`config.mk`:
```
export PLATFORM = sky130hd
export DESIGN_NAME = pc_control
export DESIGN_NICKNAME = d
export VERILOG_FILES = /design/src/rtl/pc_control_pkg.sv /design/src/rtl/pc_control_wait_counter.sv /design/src/rtl/pc_control.sv
export SDC_FILE = /design/constraint.sdc
export NUM_CORES = 1
export LEC_CHECK = 0
export CAP_MARGIN = 20
export CORE_UTILIZATION = 40
export DETAILED_ROUTE_END_ITERATION = 8
export PLACE_DENSITY = 0.76
export SETUP_SLACK_MARGIN = 0.5
export SYNTH_ARGS = -nofsm -noshare
export SYNTH_HDL_FRONTEND = slang
export SYNTH_SLANG_ARGS = --single-unit
```
`constraint.sdc`:
```
create_clock -name clk -period 4.12 [get_ports clk]
set_input_delay 0.618 -clock clk [delete_from_list [all_inputs] [get_ports clk]]
set_output_delay 0.618 -clock clk [all_outputs]
set_load 0.05 [all_outputs]
```
`src/rtl/pc_control_pkg.sv`:
```
// pc_control_pkg -- shared definitions for the multicycle PC / sequencing
// controller: FSM state encoding, opcode/funct constants, and the mux-select
// codes driven onto the datapath (pc_source, alu_op, alu_src_b, reg_dst,
// mem_to_reg). Also holds the DECODE dispatch function.
package pc_control_pkg;

  typedef enum logic [3:0] {
    FETCH,
    DECODE,
    R_EXEC,
    R_WB,
    ADDI_EXEC,
    ADDI_WB,
    BRANCH,
    JUMP,
    JAL,
    JR,
    HALT
  } state_t;

  // Opcode field (instr[31:26]) and funct field (instr[5:0]) values.
  localparam logic [5:0] OP_RTYPE = 6'h00;
  localparam logic [5:0] OP_J     = 6'h02;
  localparam logic [5:0] OP_JAL   = 6'h03;
  localparam logic [5:0] OP_BEQ   = 6'h04;
  localparam logic [5:0] OP_BNE   = 6'h05;
  localparam logic [5:0] OP_ADDI  = 6'h08;
  localparam logic [5:0] FN_JR    = 6'h08;

  // PC-source mux select.
  localparam logic [1:0] PCSRC_ALUOUT = 2'b00;  // branch target held in ALUOut
  localparam logic [1:0] PCSRC_JUMP   = 2'b10;  // jump target
  localparam logic [1:0] PCSRC_ALU    = 2'b11;  // live ALU result

  // ALU operation codes.
  localparam logic [2:0] ALU_ADD    = 3'b000;
  localparam logic [2:0] ALU_SUB    = 3'b001;
  localparam logic [2:0] ALU_FUNCT  = 3'b010;
  localparam logic [2:0] ALU_PASS_A = 3'b011;

  // ALU B-operand select.
  localparam logic [1:0] SRCB_REGB    = 2'b00;
  localparam logic [1:0] SRCB_FOUR    = 2'b01;
  localparam logic [1:0] SRCB_IMM     = 2'b10;
  localparam logic [1:0] SRCB_IMM_SH2 = 2'b11;

  // Register-file destination and write-back source.
  localparam logic [1:0] DST_RT    = 2'b00;
  localparam logic [1:0] DST_RD    = 2'b01;
  localparam logic [1:0] DST_RA    = 2'b10;
  localparam logic [1:0] WB_ALUOUT = 2'b00;
  localparam logic [1:0] WB_PC     = 2'b10;

  // State entered after DECODE for a given instruction.
  function automatic state_t dispatch(input logic [5:0] opcode,
                                      input logic [5:0] funct);
    state_t s;
    case (opcode)
      OP_RTYPE:       s = (funct == FN_JR) ? JR : R_EXEC;
      OP_ADDI:        s = ADDI_EXEC;
      OP_BEQ, OP_BNE: s = BRANCH;
      OP_J:           s = JUMP;
      OP_JAL:         s = JAL;
      default:        s = HALT;
    endcase
    return s;
  endfunction

endpackage

```
`src/rtl/pc_control_wait_counter.sv`:
```
// wait_counter -- 3-bit instruction-fetch wait counter.
// Ports:
//   clk, reset  clock and asynchronous active-low reset
//   clear       synchronous clear to 0 (takes priority over en)
//   en          count up by one
//   tc          terminal count: count == LIMIT-1
// The owner clears the counter on the terminal cycle, so it never counts
// past LIMIT-1.
module wait_counter #(
  parameter int LIMIT = 3
) (
  input  logic clk,
  input  logic reset,
  input  logic clear,
  input  logic en,
  output logic tc
);

  localparam logic [2:0] LAST = 3'(LIMIT - 1);

  logic [2:0] count;

  // NOTE: sequential state uses non-blocking (<=) so every flop samples
  // pre-edge values; blocking here would create order-dependent races.
  always_ff @(posedge clk or negedge reset) begin
    if (!reset)     count <= '0;
    else if (clear) count <= '0;
    else if (en)    count <= count + 3'd1;
  end

  assign tc = (count == LAST);

endmodule

```
`src/rtl/pc_control.sv`:
```
// pc_control -- multicycle MIPS-style sequencing controller.
// Ports:
//   clk, reset   clock, asynchronous active-low reset
//   opcode/funct instruction fields, valid from DECODE onward
//   zero         ALU zero flag (used by BRANCH only)
//   pc_write, pc_source            PC load enable and source select
//   mem_read, ir_write             instruction fetch strobes
//   alu_src_a, alu_src_b, alu_op   ALU operand / operation selects
//   reg_write, reg_dst, mem_to_reg register-file write controls
//   exception    unsupported instruction, held in HALT until reset
// Outputs decode from state only (plus zero/opcode for the branch decision)
// and are forced to 0 combinationally while reset is low.
module pc_control
  import pc_control_pkg::*;
#(
  parameter int MEM_LAT = 3
) (
  input  logic       clk,
  input  logic       reset,
  input  logic [5:0] opcode,
  input  logic [5:0] funct,
  input  logic       zero,
  output logic       pc_write,
  output logic [1:0] pc_source,
  output logic       mem_read,
  output logic       ir_write,
  output logic       alu_src_a,
  output logic [1:0] alu_src_b,
  output logic [2:0] alu_op,
  output logic       reg_write,
  output logic [1:0] reg_dst,
  output logic [1:0] mem_to_reg,
  output logic       exception
);

  state_t state, next_state;
  logic   in_fetch, fetch_done;

  assign in_fetch = (state == FETCH);

  // Cleared outside FETCH and on the last fetch cycle, so every fetch
  // starts counting from 0.
  wait_counter #(.LIMIT(MEM_LAT)) u_wait (
    .clk   (clk),
    .reset (reset),
    .clear (!in_fetch || fetch_done),
    .en    (in_fetch),
    .tc    (fetch_done)
  );

  always_ff @(posedge clk or negedge reset) begin
    if (!reset) state <= FETCH;
    else        state <= next_state;
  end

  always_comb begin
    // NOTE: every output gets a default before the case; a path that leaves
    // one unassigned would infer a latch.
    next_state = state;
    pc_write   = 1'b0;
    pc_source  = PCSRC_ALUOUT;
    mem_read   = 1'b0;
    ir_write   = 1'b0;
    alu_src_a  = 1'b0;
    alu_src_b  = SRCB_REGB;
    alu_op     = ALU_ADD;
    reg_write  = 1'b0;
    reg_dst    = DST_RT;
    mem_to_reg = WB_ALUOUT;
    exception  = 1'b0;

    case (state)
      FETCH: begin
        mem_read = 1'b1;
        if (fetch_done) begin
          // Latch the instruction and advance PC <= PC + 4 together.
          ir_write   = 1'b1;
          pc_write   = 1'b1;
          pc_source  = PCSRC_ALU;
          alu_src_b  = SRCB_FOUR;
          next_state = DECODE;
        end
      end
      DECODE: begin
        // Speculatively compute PC + (imm << 2) into ALUOut for BRANCH.
        alu_src_b  = SRCB_IMM_SH2;
        next_state = dispatch(opcode, funct);
      end
      R_EXEC: begin
        alu_src_a  = 1'b1;
        alu_op     = ALU_FUNCT;
        next_state = R_WB;
      end
      R_WB: begin
        reg_write  = 1'b1;
        reg_dst    = DST_RD;
        next_state = FETCH;
      end
      ADDI_EXEC: begin
        alu_src_a  = 1'b1;
        alu_src_b  = SRCB_IMM;
        next_state = ADDI_WB;
      end
      ADDI_WB: begin
        reg_write  = 1'b1;
        next_state = FETCH;
      end
      BRANCH: begin
        alu_src_a  = 1'b1;
        alu_op     = ALU_SUB;
        pc_write   = (opcode == OP_BNE) ? !zero : zero;
        next_state = FETCH;
      end
      JUMP: begin
        pc_write   = 1'b1;
        pc_source  = PCSRC_JUMP;
        next_state = FETCH;
      end
      JAL: begin
        // Link (PC -> $31) and jump in the same cycle.
        reg_write  = 1'b1;
        reg_dst    = DST_RA;
        mem_to_reg = WB_PC;
        pc_write   = 1'b1;
        pc_source  = PCSRC_JUMP;
        next_state = FETCH;
      end
      JR: begin
        alu_src_a  = 1'b1;
        alu_op     = ALU_PASS_A;
        pc_write   = 1'b1;
        pc_source  = PCSRC_ALU;
        next_state = FETCH;
      end
      HALT: begin
        exception = 1'b1;
      end
      default: next_state = FETCH;
    endcase

    // Reset kills all outputs immediately, without waiting for a clock edge,
    // so an aborted instruction cannot emit a further write pulse.
    if (!reset) begin
      pc_write   = 1'b0;
      pc_source  = PCSRC_ALUOUT;
      mem_read   = 1'b0;
      ir_write   = 1'b0;
      alu_src_a  = 1'b0;
      alu_src_b  = SRCB_REGB;
      alu_op     = ALU_ADD;
      reg_write  = 1'b0;
      reg_dst    = DST_RT;
      mem_to_reg = WB_ALUOUT;
      exception  = 1'b0;
    end
  end

endmodule

```
==> results of run 1 <==
[synthesized netlist by cell type (2+ instances only)]
| master | number |
|---|---|
| sky130_fd_sc_hd__nand3_1 | 3 |
| sky130_fd_sc_hd__a31oi_1 | 2 |
| sky130_fd_sc_hd__ha_1 | 2 |
| sky130_fd_sc_hd__buf_4 | 3 |
| sky130_fd_sc_hd__nor3_1 | 4 |
| sky130_fd_sc_hd__o21a_1 | 2 |
| sky130_fd_sc_hd__a21oi_1 | 5 |
| sky130_fd_sc_hd__a211oi_1 | 2 |
| sky130_fd_sc_hd__dfrtp_1 | 7 |
| sky130_fd_sc_hd__buf_2 | 3 |
| sky130_fd_sc_hd__nor2b_1 | 7 |
| sky130_fd_sc_hd__nand2b_1 | 2 |
| sky130_fd_sc_hd__nor2_1 | 16 |
| sky130_fd_sc_hd__xnor2_1 | 2 |
| sky130_fd_sc_hd__and3_1 | 2 |
| sky130_fd_sc_hd__nand2_1 | 9 |
| sky130_fd_sc_hd__inv_1 | 3 |
[layout make-up]
cell class	instances	area, um2	share of cell area, %
flip-flops and latches	7	175.2	16.39
inverters	3	11.26	1.054
well taps	25	31.28	2.927
clock buffers	4	26.28	2.459
repair buffers	30	297.8	27.87
multi-input cells	84	526.8	49.30
[layout by cell type, fill, tap and decap left out, types with 2 or more instances in the layout]
cell type	n
sky130_fd_sc_hd__a211oi_1	2
sky130_fd_sc_hd__a21oi_1	5
sky130_fd_sc_hd__a31oi_1	2
sky130_fd_sc_hd__nand2_1	9
sky130_fd_sc_hd__xnor2_1	2
sky130_fd_sc_hd__inv_1	3
sky130_fd_sc_hd__ha_1	2
sky130_fd_sc_hd__dfrtp_1	7
sky130_fd_sc_hd__o21a_1	2
sky130_fd_sc_hd__nor2_1	16
sky130_fd_sc_hd__nand3_1	3
sky130_fd_sc_hd__clkdlybuf4s50_1	29
sky130_fd_sc_hd__nor3_1	4
sky130_fd_sc_hd__a2111oi_1	2
sky130_fd_sc_hd__clkbuf_4	3
sky130_fd_sc_hd__and3_1	2
sky130_fd_sc_hd__nor2b_1	7
sky130_fd_sc_hd__conb_1	2
sky130_fd_sc_hd__nand2b_1	2
[critical path, cell delays in order]
cell and delay, ns:
sky130_fd_sc_hd__clkdlybuf4s50_1 0.49, sky130_fd_sc_hd__and2b_2 0.27, sky130_fd_sc_hd__nand4b_1 0.13, sky130_fd_sc_hd__or3b_1 0.39, sky130_fd_sc_hd__a31oi_1 0.17, sky130_fd_sc_hd__clkdlybuf4s50_1 0.82
[metal layers]
layer,routed length [um],share of wire [%],GRT usage (%)
met3,79,4.5,2.778
met5,0,0,0
met2,887,50,33.71
met1,795,45,25.92
met4,0,0,7.273
[metrics by stage]
stage | total power (W) | std cells | setup WS, ns
2_1_floorplan | 0.0004436 | 102 | 0.7535
3_3_place_gp | 0.0005424 | 149 | 0.6516
3_5_place_dp | 0.0005503 | 149 | 0.6024
4_1_cts | 0.0006134 | 153 | 0.6028
5_1_grt | 0.0006602 | 153 | 0.5281
6_report | 0.0006114 | 153 | 0.6179
[sequential cells by signal, indices dropped and copies added, names as in the netlist]
signal        flops
state             4
u_wait.count      3
[path summary, 6_finish.rpt]
| path | slack (ns) | end | from |
|---|---|---|---|
| setup / recovery | 0.62 | pc_write | opcode[3] |
| hold / removal | 0.46 | u_wait.count[0] | u_wait.count[0] |
| setup reg to reg | 2.52 | state[2] | state[0] |
| hold reg to reg | 0.46 | u_wait.count[0] | u_wait.count[0] |
| max in group asynchronous | 3.24 | u_wait.count[1] | reset |
| min in group asynchronous | 0.72 | u_wait.count[2] | reset |
[power groups by stage]
| stage | logic [W] | clock network, W | registers, W |
|---|---|---|---|
| after floorplan | 0.000331 | 0 | 0.000112 |
| after global placement | 0.000394 | 0 | 0.000148 |
| after detailed placement | 0.000399 | 0 | 0.000151 |
| after CTS | 0.000401 | 0.0000633 | 0.000149 |
| after global routing | 0.000433 | 0.0000687 | 0.000159 |
| final | 0.000400 | 0.0000609 | 0.000151 |
[kinds of logic (layout without fill, tap and decap cells)]
logic type / after synthesis / after routing / synth area share [%]
simple gates: 54 / 54 / 39.15
compound gates: 23 / 23 / 22.20
buf+inv: 11 / 37 / 8.387
flops: 7 / 7 / 23.03
xor+xnor: 3 / 3 / 3.455
fa+ha+maj: 2 / 2 / 3.289
other cells: 1 / 2 / 0.4929
==> insert_results.sql, run 1 <==
INSERT INTO impl_metrics (metric_group, metric, value, unit) VALUES
('clock_network', 'clk_path_buf_depth', '2', ''),
('synth', 'postSynth.asyncResetShare', '100.0', '%'),
('clock_network', 'insertion_delay', '0.25', 'ns'),
('timing', 'finalClockSkew', '0.005257', 'ns'),
('cells_and_area', 'stdcell_area', '0.001069', 'mm2'),
('synth', 'yosysUniqueCellTypes', '44', ''),
('synth', 'synth.area.top_cells', 'sky130_fd_sc_hd__dfrtp_1 23%, sky130_fd_sc_hd__nor2_1 7.9%, sky130_fd_sc_hd__nor2b_1 5.8%, sky130_fd_sc_hd__nand2_1 4.4%, sky130_fd_sc_hd__a21oi_1 3.3%', ''),
('timing', 'whs', '0.4566', 'ns'),
('placement', 'placement.io_buffers', '29', ''),
('routing', 'first_iter_violations', '18', ''),
('floorplan', 'die-area', '0.002080', 'mm2'),
('critical_path', 'cp-start-kind', 'primary input', ''),
('timing', 'final.setup.tns', '0', 'ns'),
('cells_and_area', 'area_delta_synth_final', '40.46', '%'),
('status', 'outcome', 'complete, no violations', ''),
('clock_network', 'clkTransAtPathRegs', '0.05', 'ns'),
('routing', 'via_per_inst', '5.150', ''),
('clock_network', 'num_cts_buffers', '3', ''),
('synth', 'post-synth-top-area-cell', 'sky130_fd_sc_hd__dfrtp_1', ''),
('power', 'vdd_ir_drop_max', '333.3', 'uV'),
('power', 'power-per-cell-area', '572.2', 'mW/mm2'),
('placement', 'detailed_place_hpwl', '1411', 'um'),
('floorplan', 'floorplan.rows', '15', ''),
('critical_path', 'required', '3.50', 'ns'),
('critical_path', 'critical_path_peak_fanout', '7', ''),
('timing', 'fin_crit', '3.502', 'ns'),
('global_route', 'antenna_found_initial', '0', ''),
('power', 'netSwitchingPower', '0.0003295', 'W'),
('clock_network', 'cts.hold.buffers_added', '0', ''),
('timing', 'final_clock_period_utilization_by_the_worst_path', '85.00', '%'),
('routing', 'detailroute.via_count', '788', ''),
('global_route', 'overflow', '0', ''),
('clock_network', 'post_cts.resized_instances', '0', ''),
('routing', 'detailed_routing_iteration_count_for_the_pre_antenna_repair_pass', '4', ''),
('timing', 'achievable-frequency', '285.5', 'MHz'),
('clock_network', 'cts_tree', 'built', ''),
('clock_network', 'post_cts_buffers', '0', ''),
('global_route', 'grt_use_total', '20.07', '%'),
('job', 'drv.max_cap_violation_count', '0', ''),
('clock_network', 'clk_root_buffer_cell', 'sky130_fd_sc_hd__clkbuf_4', ''),
('power', 'clock_power_share', '10.0', '%'),
('synth', 'ys.warnings.count', '0', ''),
('clock_network', 'h-tree-depth', '1', ''),
('routing', 'postRouteWirelength', '1762', 'um'),
('synth', 'synth-edff-count', '0', ''),
('timing', 'rsz0062_at_grt', 'no', ''),
('synth', 'synth_seq_cells', '7', ''),
('cells_and_area', 'finish.net_count', '146', ''),
('global_route', 'maximum_number_of_pins_on_one_net_before_global_route_repair', '18', ''),
('routing', 'residual_antenna_violating_net_count_after_detailed_routing', '0', ''),
('synth', 'yosysSeqAreaShare', '23.03', '%'),
('power', 'netSwitchingFraction', '53.90', '%'),
('global_route', 'number_of_global_route_vias_before_repair', '717', ''),
('power', 'comb_power_share', '65.3', '%'),
('clock_network', 'clkSinkCount', '7', ''),
('floorplan', 'number_of_ports_placed_on_the_die_boundary', '32', ''),
('floorplan', 'die_height', '45.61', 'um'),
('synth', 'synth_largest_type_area_fraction', '23.03', '%'),
('power', 'cell_internal_pwr', '0.0002818', 'W'),
('floorplan', 'die_width', '45.61', 'um'),
('timing', 'maxSlewViolCount', '0', ''),
('synth', 'synth_area', '760.7', 'um2'),
('critical_path', 'cells_on_worst_reg2reg_path', '4', ''),
('routing', 'drcViolationCount', '0', ''),
('cells_and_area', 'fillCellCount', '188', ''),
('cells_and_area', 'antennaDiodeCount', '0', ''),
('worst_hold_path', 'whs_path_depth', '1', ''),
('synth', 'post_synthesis_instance_total', '101', ''),
('placement', 'place_area', '0.001042', 'mm2'),
('timing', 'setup_violations', '0', ''),
('critical_path', 'end_kind', 'output pin', '');
Power figures use the tool's default switching activity.
==> inputs of run 2 (changes only) <==
Settings changed: CTS_BUF_LIST set to sky130_fd_sc_hd__clkbuf_4, CTS_CLUSTER_DIAMETER set to 30.
==> run 2 against run 1 <==
Compared with the run above:
- sequential power hardly changed
- largest cell class unchanged
- cell area is 0.35% higher
- sequential share of layout area is 0.057 points lower
- worst hold slack worse by 0.0032 ns
- non-clock buffer count stayed put
- final cell count stayed put
- first-iteration DRC count stayed put
- clock-buffer cell count stayed put
- die area stayed put
- critical path depth stayed put
==> insert_results.sql, run 2 (synthesis gave the netlist of run 1 again) <==
INSERT INTO impl_metrics (metric_group, metric, value, unit) VALUES
('placement', 'place.gp.congestion', '0.7968', ''),
('routing', 'via_per_inst', '5.144', ''),
('critical_path', 'worst_endpoint_data_arrival_time', '2.88', 'ns'),
('timing', 'achievable-frequency', '285.8', 'MHz'),
('clock_network', 'h-tree-depth', '1', ''),
('floorplan', 'die_width', '45.61', 'um'),
('timing', 'fin_crit', '3.499', 'ns'),
('global_route', 'overflow', '0', ''),
('placement', 'placement.io_buffers', '29', ''),
('clock_network', 'post_cts_buffers', '0', ''),
('critical_path', 'setup_cp_type', 'primary input to output pin', ''),
('cells_and_area', 'layout-drive-gt1-share', '7.813', '%'),
('power', 'comb_power_share', '64.7', '%'),
('global_route', 'grt_use_total', '19.82', '%'),
('routing', 'residual_antenna_violating_net_count_after_detailed_routing', '0', ''),
('cells_and_area', 'finish.net_count', '146', ''),
('clock_network', 'post_cts.resized_instances', '0', ''),
('power', 'clock_power_share', '10.9', '%'),
('timing', 'finalClockSkew', '0.005136', 'ns'),
('power', 'vdd_ir_drop_max', '361.8', 'uV'),
('timing', 'setup_violations', '0', ''),
('floorplan', 'floorplan.rows', '15', ''),
('clock_network', 'cts.hold.buffers_added', '0', ''),
('global_route', 'maximum_number_of_pins_on_one_net_before_global_route_repair', '18', ''),
('timing', 'whs', '0.4534', 'ns'),
('floorplan', 'die_height', '45.61', 'um'),
('routing', 'first_iter_violations', '18', ''),
('cells_and_area', 'regArea', '175.2', 'um2'),
('cells_and_area', 'layout_commonest_cell', 'sky130_fd_sc_hd__clkdlybuf4s50_1', ''),
('status', 'outcome', 'complete, no violations', ''),
('worst_hold_path', 'worst_hold_path_type', 'flip-flop to flip-flop', ''),
('floorplan', 'coreArea', '0.001745', 'mm2'),
('timing', 'finalHoldViolations', '0', ''),
('cells_and_area', 'reg_top3', 'state (4), u_wait.count (3)', ''),
('clock_network', 'insertion_delay', '0.25', 'ns'),
('routing', 'postRouteWirelength', '1754', 'um'),
('timing', 'rsz0062_at_grt', 'no', ''),
('routing', 'detailroute.via_count', '787', ''),
('critical_path', 'end_kind', 'output pin', ''),
('clock_network', 'cts_tree', 'built', ''),
('routing', 'routedWlPerCell', '11.46', 'um'),
('cells_and_area', 'multi_input_comb_area', '526.8', 'um2'),
('timing', 'final_clock_period_utilization_by_the_worst_path', '84.93', '%'),
('cells_and_area', 'final_cell_mix', '29 x sky130_fd_sc_hd__clkdlybuf4s50_1, 16 x sky130_fd_sc_hd__nor2_1, 9 x sky130_fd_sc_hd__nand2_1, 7 x sky130_fd_sc_hd__nor2b_1, 7 x sky130_fd_sc_hd__dfrtp_1', ''),
('power', 'netSwitchingPower', '0.0003288', 'W'),
('critical_path', 'critical_path_peak_fanout', '7', ''),
('power', 'leakage_power_summed_over_all_cells', '0.4187', 'nW'),
('floorplan', 'starting_density_of_the_core', '43.58', '%'),
('power', 'power-per-cell-area', '575.6', 'mW/mm2'),
('routing', 'drcViolationCount', '0', ''),
('clock_network', 'clk_path_buf_depth', '2', ''),
('timing', 'maxSlewViolCount', '0', ''),
('cells_and_area', 'largest_register', 'state', ''),
('power', 'netSwitchingFraction', '53.27', '%'),
('job', 'drv.max_cap_violation_count', '0', ''),
('cells_and_area', 'fillCellCount', '184', ''),
('cells_and_area', 'antennaDiodeCount', '0', ''),
('routing', 'detailed_routing_iteration_count_for_the_pre_antenna_repair_pass', '4', ''),
('timing', 'final.setup.tns', '0', 'ns'),
('critical_path', 'required', '3.50', 'ns'),
('global_route', 'antenna_found_initial', '0', ''),
('cells_and_area', 'max_ffs_per_register', '4', ''),
('clock_network', 'clkTransAtPathRegs', '0.05', 'ns'),
('critical_path', 'cp-start-kind', 'primary input', ''),
('power', 'seq_power_share', '24.4', '%'),
('power', 'cell_internal_pwr', '0.0002884', 'W'),
('clock_network', 'clkSinkCount', '7', ''),
('floorplan', 'die-area', '0.002080', 'mm2'),
('clock_network', 'num_cts_buffers', '3', ''),
('clock_network', 'clk_root_buffer_cell', 'sky130_fd_sc_hd__clkbuf_4', ''),
('placement', 'detailed_place_hpwl', '1411', 'um'),
('floorplan', 'number_of_ports_placed_on_the_die_boundary', '32', ''),
('global_route', 'number_of_global_route_vias_before_repair', '708', ''),
('cells_and_area', 'area_delta_synth_final', '40.95', '%'),
('global_route', 'first_pass_grt_wire_length', '2987', 'um');
-- run 2: area by class of cell --
| cell class | count | share of cell area [%] |
|---|---|---|
| inverter | 3 | 1.050 |
| multi-input combinational | 84 | 49.12 |
| clock buffer | 4 | 2.800 |
| timing repair buffer | 30 | 27.77 |
| sequential | 7 | 16.34 |
| tap | 25 | 2.917 |
-- run 2: power groups by stage --
stage / sequential, W / combinational [W] / clock, W
after global placement: 0.000148 / 0.000394 / 0
after detailed placement: 0.000151 / 0.000399 / 0
final: 0.000151 / 0.000399 / 0.0000671
after global routing: 0.000159 / 0.000432 / 0.0000747
after CTS: 0.000149 / 0.000400 / 0.0000696
after floorplan: 0.000112 / 0.000331 / 0
-- run 2: routing by layer --
metal  GRT usage (%)  wire length [um]  vias up
met5               0                 0        -
met4           7.273                 0        0
met3           2.778                84        0
met2           33.14               857       31
met1           25.67               812      344
li1                -                 -      412
-- run 2: worst max-delay path, cell delays in order --
cell,delay (ns)
sky130_fd_sc_hd__clkdlybuf4s50_1,0.49
sky130_fd_sc_hd__and2b_2,0.27
sky130_fd_sc_hd__nand4b_1,0.12
sky130_fd_sc_hd__or3b_1,0.39
sky130_fd_sc_hd__a31oi_1,0.17
sky130_fd_sc_hd__clkdlybuf4s50_1,0.82
-- run 2: stage by stage --
step	cell area (um2)	cells	power (W)	util (%)	setup WS, ns
6_report	1072	153	0.0006172	61.43	0.6207
5_1_grt	1072	153	0.0006660	61.43	0.5281
2_1_floorplan	765.7	102	0.0004436	-	0.7535
3_3_place_gp	1042	149	0.0005424	59.71	0.6516
4_1_cts	1072	153	0.0006194	61.43	0.6028
3_5_place_dp	1042	149	0.0005503	59.71	0.6024
-- run 2: path summary, 6_finish.rpt --
check / from / endpoint / slack, ns / depth (start not counted)
max in group asynchronous: reset / state[0] / 3.24 / 2
max reg2reg: state[0] / state[2] / 2.48 / 4
min: u_wait.count[0] / u_wait.count[0] / 0.45 / 1
min in group asynchronous: reset / u_wait.count[2] / 0.72 / 2
min reg2reg: u_wait.count[0] / u_wait.count[0] / 0.45 / 1
max: opcode[3] / pc_write / 0.62 / 6
==> inputs of run 3 (changes only) <==
Clock period 4.12 ns to 3.4 ns, I/O delays scaled along.
==> run 3 against run 2 <==
Compared with the run above:
- clock power up 22%
- clock-buffer cell count unchanged
- die area unchanged
- largest cell class unchanged
- cell area unchanged
- critical endpoint is now alu_src_a
- combinational power grew 20%
==> insert_results.sql, run 3 (synthesis gave the netlist of run 1 again) <==
INSERT INTO impl_metrics (metric_group, metric, value, unit) VALUES
('power', 'leakage_power_summed_over_all_cells', '0.4739', 'nW'),
('cells_and_area', 'max_ffs_per_register', '4', ''),
('power', 'power-per-cell-area', '700.4', 'mW/mm2'),
('worst_hold_path', 'worst_hold_path_type', 'flip-flop to flip-flop', ''),
('floorplan', 'coreArea', '0.001745', 'mm2'),
('critical_path', 'path_buf_inv', '3', ''),
('clock_network', 'clk_root_buffer_cell', 'sky130_fd_sc_hd__clkbuf_4', ''),
('critical_path', 'cp_num_cells', '4', ''),
('cells_and_area', 'final_cell_mix', '21 x sky130_fd_sc_hd__clkdlybuf4s50_1, 16 x sky130_fd_sc_hd__nor2_1, 9 x sky130_fd_sc_hd__nand2_1, 7 x sky130_fd_sc_hd__nor2b_1, 6 x sky130_fd_sc_hd__dfrtp_1', ''),
('placement', 'dp_worst_setup_slack', '0.4661', 'ns'),
('global_route', 'grt_use_total', '20.83', '%'),
('floorplan', 'die_width', '45.61', 'um'),
('critical_path', 'timing.critical_path.cells', 'clkdlybuf4s50_1 > buf_4 > o21a_1 > clkdlybuf4s50_1', ''),
('worst_hold_path', 'whs_path_depth', '1', ''),
('critical_path', 'crit_top_cell', 'sky130_fd_sc_hd__clkdlybuf4s50_1', ''),
('global_route', 'maximum_number_of_pins_on_one_net_before_global_route_repair', '17', ''),
('cells_and_area', 'layout-drive-gt1-share', '11.72', '%'),
('placement', 'place.gp.congestion', '0.8049', ''),
('clock_network', 'clkTransAtPathRegs', '0.05', 'ns'),
('floorplan', 'number_of_ports_placed_on_the_die_boundary', '32', ''),
('clock_network', 'h-tree-depth', '1', ''),
('routing', 'postRouteWirelength', '1821', 'um'),
('job', 'drv.max_cap_violation_count', '0', ''),
('routing', 'via_per_inst', '5.412', ''),
('floorplan', 'starting_density_of_the_core', '43.58', '%'),
('global_route', 'first_pass_grt_wire_length', '3070', 'um'),
('power', 'seq_power_share', '25.3', '%'),
('floorplan', 'floorplan.rows', '15', ''),
('cells_and_area', 'reg_top3', 'state (4), u_wait.count (3)', ''),
('clock_network', 'clkSinkCount', '7', ''),
('timing', 'finalClockSkew', '0.003670', 'ns'),
('floorplan', 'die_height', '45.61', 'um'),
('clock_network', 'num_cts_buffers', '3', ''),
('placement', 'placement.io_buffers', '29', ''),
('power', 'cell_internal_pwr', '0.0003457', 'W'),
('critical_path', 'required', '2.89', 'ns'),
('timing', 'setup_ws', '0.5240', 'ns'),
('routing', 'detailroute.via_count', '828', ''),
('routing', 'first_iter_violations', '23', ''),
('cells_and_area', 'layout_commonest_cell', 'sky130_fd_sc_hd__clkdlybuf4s50_1', ''),
('clock_network', 'post_cts_buffers', '0', ''),
('clock_network', 'insertion_delay', '0.25', 'ns'),
('routing', 'residual_antenna_violating_net_count_after_detailed_routing', '0', ''),
('routing', 'routedWlPerCell', '11.90', 'um'),
('global_route', 'number_of_global_route_vias_before_repair', '694', ''),
('timing', 'rsz0062_at_grt', 'yes', ''),
('routing', 'drcViolationCount', '0', ''),
('critical_path', 'end_kind', 'output pin', ''),
('timing', 'achievable-frequency', '347.7', 'MHz'),
('timing', 'fin_crit', '2.876', 'ns'),
('critical_path', 'stage_delay_of_the_slowest_cell_on_the_critical_path', '0.79', 'ns'),
('global_route', 'overflow', '0', ''),
('cells_and_area', 'antennaDiodeCount', '0', ''),
('placement', 'detailed_place_hpwl', '1446', 'um'),
('critical_path', 'timing.critical_path.max_delay_family', 'buffers and inverters', ''),
('timing', 'final_clock_period_utilization_by_the_worst_path', '84.59', '%'),
('timing', 'setup_violations', '0', ''),
('power', 'netSwitchingFraction', '53.97', '%'),
('power', 'comb_power_share', '63.8', '%'),
('cells_and_area', 'largest_register', 'state', ''),
('routing', 'detailed_routing_iteration_count_for_the_pre_antenna_repair_pass', '4', ''),
('critical_path', 'critical_path_peak_fanout', '11', ''),
('timing', 'max_slew_margin', '66.01', '%'),
('clock_network', 'cts_tree', 'built', ''),
('critical_path', 'setup_cp_type', 'primary input to output pin', ''),
('timing', 'final.setup.tns', '0', 'ns'),
('critical_path', 'cp-start-kind', 'primary input', ''),
('power', 'clock_power_share', '10.9', '%'),
('clock_network', 'clk_path_buf_depth', '2', ''),
('global_route', 'antenna_found_initial', '0', ''),
('power', 'vdd_ir_drop_max', '336.8', 'uV'),
('cells_and_area', 'area_delta_synth_final', '40.95', '%'),
('critical_path', 'cells_on_worst_reg2reg_path', '4', ''),
('status', 'outcome', 'complete, no violations', ''),
('timing', 'maxSlewViolCount', '0', ''),
('critical_path', 'worst_endpoint_data_arrival_time', '2.37', 'ns'),
('timing', 'finalHoldViolations', '0', ''),
('clock_network', 'cts.hold.buffers_added', '0', ''),
('critical_path', 'crit_path_top_delay_cell', 'sky130_fd_sc_hd__clkdlybuf4s50_1', ''),
('cells_and_area', 'finish.net_count', '146', ''),
('floorplan', 'die-area', '0.002080', 'mm2'),
('power', 'netSwitchingPower', '0.0004053', 'W'),
('timing', 'timing_worst_slew_pin_value', '0.5099', 'ns'),
('clock_network', 'post_cts.resized_instances', '3', '');
[run 3: per-stage QoR]
step | hold slack (ns) | std cells | area [um2] | utilization [%] | power, W
2_1_floorplan | 0.2144 | 102 | 770.7 | - | 0.0005427
3_3_place_gp | 0.4454 | 149 | 1040 | 59.57 | 0.0006638
3_5_place_dp | 0.4521 | 149 | 1040 | 59.57 | 0.0006712
4_1_cts | 0.4581 | 153 | 1066 | 61.08 | 0.0007527
5_1_grt | 0.4809 | 153 | 1072 | 61.43 | 0.0008096
6_report | 0.4619 | 153 | 1072 | 61.43 | 0.0007510
[run 3: cell type report]
class / instances / area, um2
fillers: 178 / 673.1
multi-input cells: 84 / 531.8
repair buffers: 30 / 291.5
flip-flops and latches: 7 / 176.4
well taps: 25 / 31.28
clock buffers: 4 / 30.03
inverters: 3 / 11.26
[run 3: routing by layer]
| metal | up-vias | share of wire, % | routed length, um | track usage [%] |
|---|---|---|---|---|
| met3 | 4 | 6.5 | 118 | 2.778 |
| met2 | 40 | 49 | 884 | 33.71 |
| met4 | 0 | 1.9 | 34 | 10.91 |
| met1 | 372 | 43 | 784 | 26.72 |
| li1 | 412 | - | - | - |
| met5 | - | 0 | 0 | 0 |
[run 3: path summary, 6_finish.rpt]
kind	startpoint	endpoint	slack, ns
worst max register to register	state[1]	state[2]	1.83
max in group asynchronous	reset	state[0]	2.41
worst min-delay path	u_wait.count[0]	u_wait.count[0]	0.46
worst min register to register	u_wait.count[0]	u_wait.count[0]	0.46
worst max-delay path	reset	alu_src_a	0.52
min in group asynchronous	reset	u_wait.count[2]	0.55
[run 3: power groups by stage]
stage	Sequential [W]	Combinational (W)	Clock (W)
floorplan	0.000136	0.000407	0
global placement	0.000185	0.000479	0
detailed placement	0.000188	0.000483	0
CTS	0.000186	0.000481	0.0000857
global route	0.000198	0.000519	0.0000925
finish	0.000190	0.000479	0.0000819
